`src/rtl/fpmul_pkg.sv`:
```
// fpmul_pkg: fp32 field widths, operand and tag types, and a one-hot helper
// shared by the multiplier scheduler and its arbiter.
package fpmul_pkg;

    localparam int FP32_W  = 32;
    localparam int EXP_W   = 8;
    localparam int MAN_W   = 23;

    // Largest requester count the scheduler is built for, and the matching id width.
    localparam int MAX_N   = 8;
    localparam int MAX_IDW = 3;

    typedef struct packed {
        logic             s;
        logic [EXP_W-1:0] e;
        logic [MAN_W-1:0] m;
    } fp32_t;

    // Travels alongside the core pipeline so each product can find its owner.
    typedef struct packed {
        logic               valid;
        logic [MAX_IDW-1:0] id;
    } tag_t;

    localparam tag_t TAG_IDLE = '{valid: 1'b0, id: '0};

    // One-hot decode of id, restricted to the first n positions.
    function automatic logic [MAX_N-1:0] onehot(input logic [MAX_IDW-1:0] id, input int n);
        logic [MAX_N-1:0] vec;
        vec = '0;
        if (int'(id) < n) begin
            vec[id] = 1'b1;
        end
        return vec;
    endfunction

endpackage

```
`src/rtl/rr_arbiter.sv`:
```
// rr_arbiter: round-robin arbiter. Searches from the pointer upward with
// wraparound, grants the first active request, and moves the pointer just
// past the winner so every requester is served within N cycles.
module rr_arbiter
    import fpmul_pkg::*;
#(
    parameter int N   = 4,
    parameter int IDW = 2
) (
    input  logic           clk,
    input  logic           rst,
    input  logic [N-1:0]   req,
    output logic [N-1:0]   grant,
    output logic           grant_valid,
    output logic [IDW-1:0] grant_idx
);

    logic [IDW-1:0] ptr_q;
    logic [IDW-1:0] ptr_d;

    // Find the first requester at or after the pointer and compute the next pointer.
    always_comb begin
        int             cand;
        logic [IDW-1:0] cand_idx;
        cand        = 0;
        cand_idx    = '0;
        grant_valid = 1'b0;
        grant_idx   = '0;
        ptr_d       = ptr_q;
        for (int k = 0; k < N; k++) begin
            cand = int'(ptr_q) + k;
            if (cand >= N) begin
                cand = cand - N;
            end
            cand_idx = IDW'(cand);
            if (!grant_valid && req[cand_idx]) begin
                grant_valid = 1'b1;
                grant_idx   = cand_idx;
                ptr_d       = (cand == N - 1) ? '0 : IDW'(cand + 1);
            end
        end
    end

    // Turn the winning index into the one-hot grant vector.
    always_comb begin
        grant = '0;
        if (grant_valid) begin
            grant = N'(onehot(MAX_IDW'(grant_idx), N));
        end
    end

    // Pointer only advances when somebody actually won.
    always_ff @(posedge clk or posedge rst) begin
        if (rst) begin
            ptr_q <= '0;
        end else begin
            ptr_q <= ptr_d;
        end
    end

endmodule

```
`src/rtl/fpmul_rr_sched.sv`:
```
// fpmul_rr_sched: shares one pipelined fp32 multiplier core among N requesters.
// One requester is granted per cycle; its operands are registered into the core
// while a {valid,id} tag walks a shift register in step with the core, so the
// product is returned to its originator 1 + MUL_LAT + 1 cycles after the grant.
module fpmul_rr_sched
    import fpmul_pkg::*;
#(
    parameter int N       = 4,
    parameter int IDW     = 2,
    parameter int MUL_LAT = 1
) (
    input  logic                clk,
    input  logic                rst,
    input  logic [N-1:0]        req_valid,
    output logic [N-1:0]        req_ready,
    input  logic [FP32_W*N-1:0] req_x,
    input  logic [FP32_W*N-1:0] req_y,
    output logic [FP32_W-1:0]   mul_x,
    output logic [FP32_W-1:0]   mul_y,
    input  logic [FP32_W-1:0]   mul_r,
    output logic [N-1:0]        rsp_valid,
    output logic [FP32_W-1:0]   rsp_r,
    output logic                busy,
    output logic [IDW+1:0]      inflight
);

    // Stage 0 sits beside mul_x/mul_y; the core needs one cycle to capture them
    // plus MUL_LAT cycles to produce the result, so the last stage lines up with mul_r.
    localparam int STAGES = MUL_LAT + 2;
    localparam int LAST   = STAGES - 1;
    localparam int CNT_W  = IDW + 2;

    logic [N-1:0]   grant;
    logic           grant_valid;
    logic [IDW-1:0] grant_idx;
    logic           xfer;

    fp32_t          sel_x;
    fp32_t          sel_y;

    fp32_t          mul_x_q, mul_x_d;
    fp32_t          mul_y_q, mul_y_d;
    tag_t           tag_q [STAGES];
    tag_t           tag_d [STAGES];
    logic [N-1:0]   rsp_valid_q, rsp_valid_d;
    logic [FP32_W-1:0] rsp_r_q, rsp_r_d;
    logic [CNT_W-1:0]  inflight_q, inflight_d;
    logic           busy_q, busy_d;

    rr_arbiter #(
        .N   (N),
        .IDW (IDW)
    ) u_arb (
        .clk         (clk),
        .rst         (rst),
        .req         (req_valid),
        .grant       (grant),
        .grant_valid (grant_valid),
        .grant_idx   (grant_idx)
    );

    // The grant is the handshake; reset forces it quiet so nothing is accepted.
    assign req_ready = rst ? '0 : grant;
    assign xfer      = grant_valid & ~rst;

    // One-hot AND-OR mux selecting the grantee's operand pair.
    always_comb begin
        sel_x = '0;
        sel_y = '0;
        for (int i = 0; i < N; i++) begin
            if (grant[i]) begin
                sel_x = req_x[i*FP32_W +: FP32_W];
                sel_y = req_y[i*FP32_W +: FP32_W];
            end
        end
    end

    // Issue: capture operands on a transfer, otherwise leave the core inputs alone.
    always_comb begin
        mul_x_d = xfer ? sel_x : mul_x_q;
        mul_y_d = xfer ? sel_y : mul_y_q;
    end

    // Tag pipeline: stage 0 records who was issued, later stages just shift.
    always_comb begin
        tag_d[0]                = TAG_IDLE;
        tag_d[0].valid          = xfer;
        tag_d[0].id[IDW-1:0]    = grant_idx;
        for (int j = 1; j < STAGES; j++) begin
            tag_d[j] = tag_q[j-1];
        end
    end

    // Return: route the core's product to the owner named by the oldest tag.
    always_comb begin
        rsp_valid_d = '0;
        if (tag_q[LAST].valid) begin
            rsp_valid_d = N'(onehot(tag_q[LAST].id, N));
        end
        rsp_r_d = mul_r;
    end

    // Outstanding count: +1 per transfer, -1 per product handed back.
    always_comb begin
        inflight_d = inflight_q + CNT_W'(xfer) - CNT_W'(tag_q[LAST].valid);
        busy_d     = (inflight_d != '0);
    end

    // All state; reset discards every in-flight tag so no response escapes.
    always_ff @(posedge clk or posedge rst) begin
        if (rst) begin
            mul_x_q     <= '0;
            mul_y_q     <= '0;
            for (int j = 0; j < STAGES; j++) begin
                tag_q[j] <= TAG_IDLE;
            end
            rsp_valid_q <= '0;
            rsp_r_q     <= '0;
            inflight_q  <= '0;
            busy_q      <= 1'b0;
        end else begin
            mul_x_q     <= mul_x_d;
            mul_y_q     <= mul_y_d;
            tag_q       <= tag_d;
            rsp_valid_q <= rsp_valid_d;
            rsp_r_q     <= rsp_r_d;
            inflight_q  <= inflight_d;
            busy_q      <= busy_d;
        end
    end

    assign mul_x     = mul_x_q;
    assign mul_y     = mul_y_q;
    assign rsp_valid = rsp_valid_q;
    assign rsp_r     = rsp_r_q;
    assign inflight  = inflight_q;
    assign busy      = busy_q;

endmodule

```
`config.mk`:
```
export PLATFORM = sky130hd
export DESIGN_NAME = fpmul_rr_sched
export DESIGN_NICKNAME = d
export VERILOG_FILES = /design/src/rtl/fpmul_pkg.sv /design/src/rtl/rr_arbiter.sv /design/src/rtl/fpmul_rr_sched.sv
export SDC_FILE = /design/constraint.sdc
export NUM_CORES = 1
export LEC_CHECK = 0
export CELL_PAD_IN_SITES_DETAIL_PLACEMENT = 1
export CELL_PAD_IN_SITES_GLOBAL_PLACEMENT = 2
export CORE_ASPECT_RATIO = 1.4
export CORE_MARGIN = 5
export CORE_UTILIZATION = 20
export DETAILED_ROUTE_END_ITERATION = 16
export PLACE_DENSITY = 0.86
export SLEW_MARGIN = 10
export SYNTH_ARGS = -nofsm -noshare
export SYNTH_HDL_FRONTEND = slang
export SYNTH_SLANG_ARGS = --single-unit
```
`constraint.sdc`:
```
create_clock -name clk -period 5.3 [get_ports clk]
set_clock_uncertainty 0.05 [all_clocks]
set_input_delay 0.53 -clock clk [delete_from_list [all_inputs] [get_ports clk]]
set_output_delay 0.53 -clock clk [all_outputs]
set_load 0.02 [all_outputs]
```
==> out/qor.txt, run 1 <==
Root Buffer -> clkbuf_16
post-synthesis sequential area ratio -> 0.452
DRC -> 0
status -> complete, no violations
max incr delay on CP -> 790 ps
Worst EP required -> 4720 ps
critical path class -> reg -> out
Fmax -> 201 MHz
pwr dens -> 636 nW/um^2
max-cap viol count -> 0
Vias -> 7127
Worst R2R Setup Slack -> 830 ps
worst-skew pair later-pin latency -> 430 ps
most common cell in the netlist -> dfrtp_1
Reg power frac -> 0.201
Switch Pwr -> 0.00343 W
post-route ant nets -> 0
max-slew violations -> 0
WL per Instance -> 22.1 um
Die Ht -> 222 um
largest net degree at the start of global routing -> 66
P_int -> 0.00377 W
Clock Tree Buf Depth -> 2
actual slew at the worst max-slew pin -> 852 ps
Max-slew headroom -> 0.432
largest cells by area after synthesis -> dfrtp_1, o22a_1, o21ai_0, a21o_1, a22oi_1
R2R Path Start -> u_arb.ptr_q[0]
type of destination of the critical path -> output port
final hold viol count -> 0
Post-synth ARST share -> 1.00
# hold bufs at CTS -> 0
family with the most delay on the worst path -> buffers and inverters
total chip power -> 0.00720 W
RSZ-0062 raised after global routing -> no
hpwl dp -> 23600 um
Clk pwr share -> 0.147
final wirelength -> 31800 um
setup violators final -> 0
die width -> 161 um
YS warnings -> 0
Yosys top cell area share -> 0.452
number of antenna violations at the first check in global routing -> 4
CTS tree -> built
hold path startpoint -> tag_d[5]
die area -> 35900 um^2
minimum clock period -> 4960 ps
number of global-route vias before repair -> 7782
Synth Instances -> 658
drt via density -> 4.96
first-pass GRT wire length -> 47500 um
Hold Path Class -> reg -> reg
Iteration-0 DRC Markers -> 278
DRT Pass-1 Iters -> 6
Syn Nets -> 961
FF-to-FF path depth -> 13
Mapped Area -> 6420 um^2
Post-synth EDFFs -> 0
GRT Util Overall -> 0.172
Gate power share -> 0.652
Hold Crit Depth -> 0
layout cells sized above 1 -> 0.0683
Hold EP -> tag_d[1]
gpl congestion -> 0.881
H-tree depth -> 4
sw frac -> 0.476
total gr overflow -> 0
Nets -> 1329
period utilization -> 0.936
Synth top cells by count -> dfrtp_1, o21ai_0, a21o_1, o22a_1
fillers -> 3654
P&R area growth vs syn -> 76.0%
Post-Syn Area per Cell -> 9.76 um^2
Leak -> 4.57 nW
CP Launch Type -> flip-flop
Yosys reg bits -> 116
Critical-path top delay cell -> dfrtp_1
Std-Cell Rows -> 77
worst r2r dst -> busy
Peak VDD IR -> 319 uV
CTS sink cnt -> 116
post-cts resize count -> 0
Top FF cell, synth -> dfrtp_1
library cells used by synthesis -> 49
Data arrival, critical path -> 4380 ps
Core Box Area -> 31700 um^2
largest area contributor in the netlist -> dfrtp_1
Initial Utilization -> 0.203
Worst-path clk slew -> 60 ps
Crit Path Max Fanout -> 37
total CTS buffers -> 17
I/O pin count -> 403
CP Cell Sequence -> inv_1 > ha_1 > mux4_2 > nor2_4 > and3_1 > o21ai_4 > buf_4 > nor3_1 > clkdlybuf4s50_1
# Post-CTS Setup Buffers -> 0
Final TNS setup -> 0 ps
PortBufs -> 402
critical path buffer and inverter count -> 3
==> kinds of logic after synthesis <==
group                      Yosys count  share of synthesized area
xor gates and xnor gates             3                    0.00409
AOI/OAI and AO/OA                  346                      0.366
adders and majority gates            9                     0.0187
buffers and inverters               87                     0.0662
DFF                                116                      0.452
and+or+nand+nor                     90                     0.0740
muxes                                7                     0.0193
==> power by group through the flow <==
stage / clock network (W) / logic (W) / registers [W]
6_report: 0.00106 / 0.00469 / 0.00144
5_1_grt: 0.00114 / 0.00511 / 0.00149
4_1_cts: 0.00110 / 0.00478 / 0.00145
3_5_place_dp: 0 / 0.00477 / 0.00146
3_3_place_gp: 0 / 0.00465 / 0.00145
2_1_floorplan: 0 / 0.00264 / 0.00177
==> registers in the layout (all words and copies together) (netlist names) <==
name / cells
mul_x: 32
mul_y: 32
rsp_r: 32
tag_d: 6
inflight: 4
rsp_valid: 4
tag_q: 3
u_arb.ptr_q: 2
busy: 1
==> per-layer routing <==
metal,up-vias,global-route usage,routed length (um)
met5,-,0,26
met1,3523,0.186,11900
met3,59,0.0458,2240
li1,3245,-,-
met4,4,0.0790,1050
met2,296,0.312,16500
==> worst max path at each step <==
stage / end / slack (ps) / cells after the start / startpoint
after global routing: req_ready[2] / 110 / 9 / u_arb.ptr_q[0]
after global placement: req_ready[3] / 970 / 9 / u_arb.ptr_q[0]
after detailed placement: req_ready[2] / 840 / 9 / u_arb.ptr_q[0]
final: req_ready[2] / 340 / 9 / u_arb.ptr_q[0]
after floorplan: busy / 580 / 10 / rst
after CTS: req_ready[2] / 340 / 9 / u_arb.ptr_q[0]
==> through the flow <==
step	std cells	cell area, um^2	utilization	hold WS [ps]	setup WS [ps]
final	1437	11300	0.357	297	337
after CTS	1434	11300	0.356	300	340
after floorplan	658	6430	-	281	578
after detailed placement	1402	10800	0.340	286	839
after global routing	1437	11300	0.357	302	110
after global placement	1402	10800	0.340	282	971
==> cells in the final DEF (no fill, tap or decap), types with 3 or more instances in the layout <==
cell             instances
clkdlybuf4s50_1        402
dfrtp_1                116
o21ai_0                109
a21o_1                  66
nand3_1                 64
a22oi_1                 64
o22a_1                  64
o21ai_1                 24
clkbuf_16               17
buf_4                   16
inv_1                   11
ha_1                     8
a21oi_1                  5
clkinvlp_4               5
clkinv_2                 5
nand2_1                  4
nor2_1                   4
nor3_1                   4
clkinv_4                 4
diode_2                  3
mux2_2                   3
mux4_2                   3
xnor2_1                  3
==> final cells by class <==
type | count | area (um^2) | area share
repair buffers | 420 | 4180 | 0.370
multi-input cells | 455 | 3120 | 0.276
flip-flops and latches | 116 | 2900 | 0.257
well taps | 395 | 494 | 0.0437
clock buffers | 17 | 425 | 0.0376
clock inverters | 15 | 110 | 0.00974
inverters | 16 | 66.3 | 0.00587
diodes | 3 | 7.51 | 0.000664
Note: power is estimated with default switching activity, not from simulation.
==> run 2, diff against run 1 <==
--- a/config.mk
+++ b/config.mk
@@ -12,6 +12,7 @@
 export CORE_UTILIZATION = 20
 export DETAILED_ROUTE_END_ITERATION = 16
 export PLACE_DENSITY = 0.86
+export SKIP_LAST_GASP = 1
 export SLEW_MARGIN = 10
 export SYNTH_ARGS = -nofsm -noshare
 export SYNTH_HDL_FRONTEND = slang
==> results of run 2 <==
The final DEF is identical to that of run 1; final timing and power are the same.
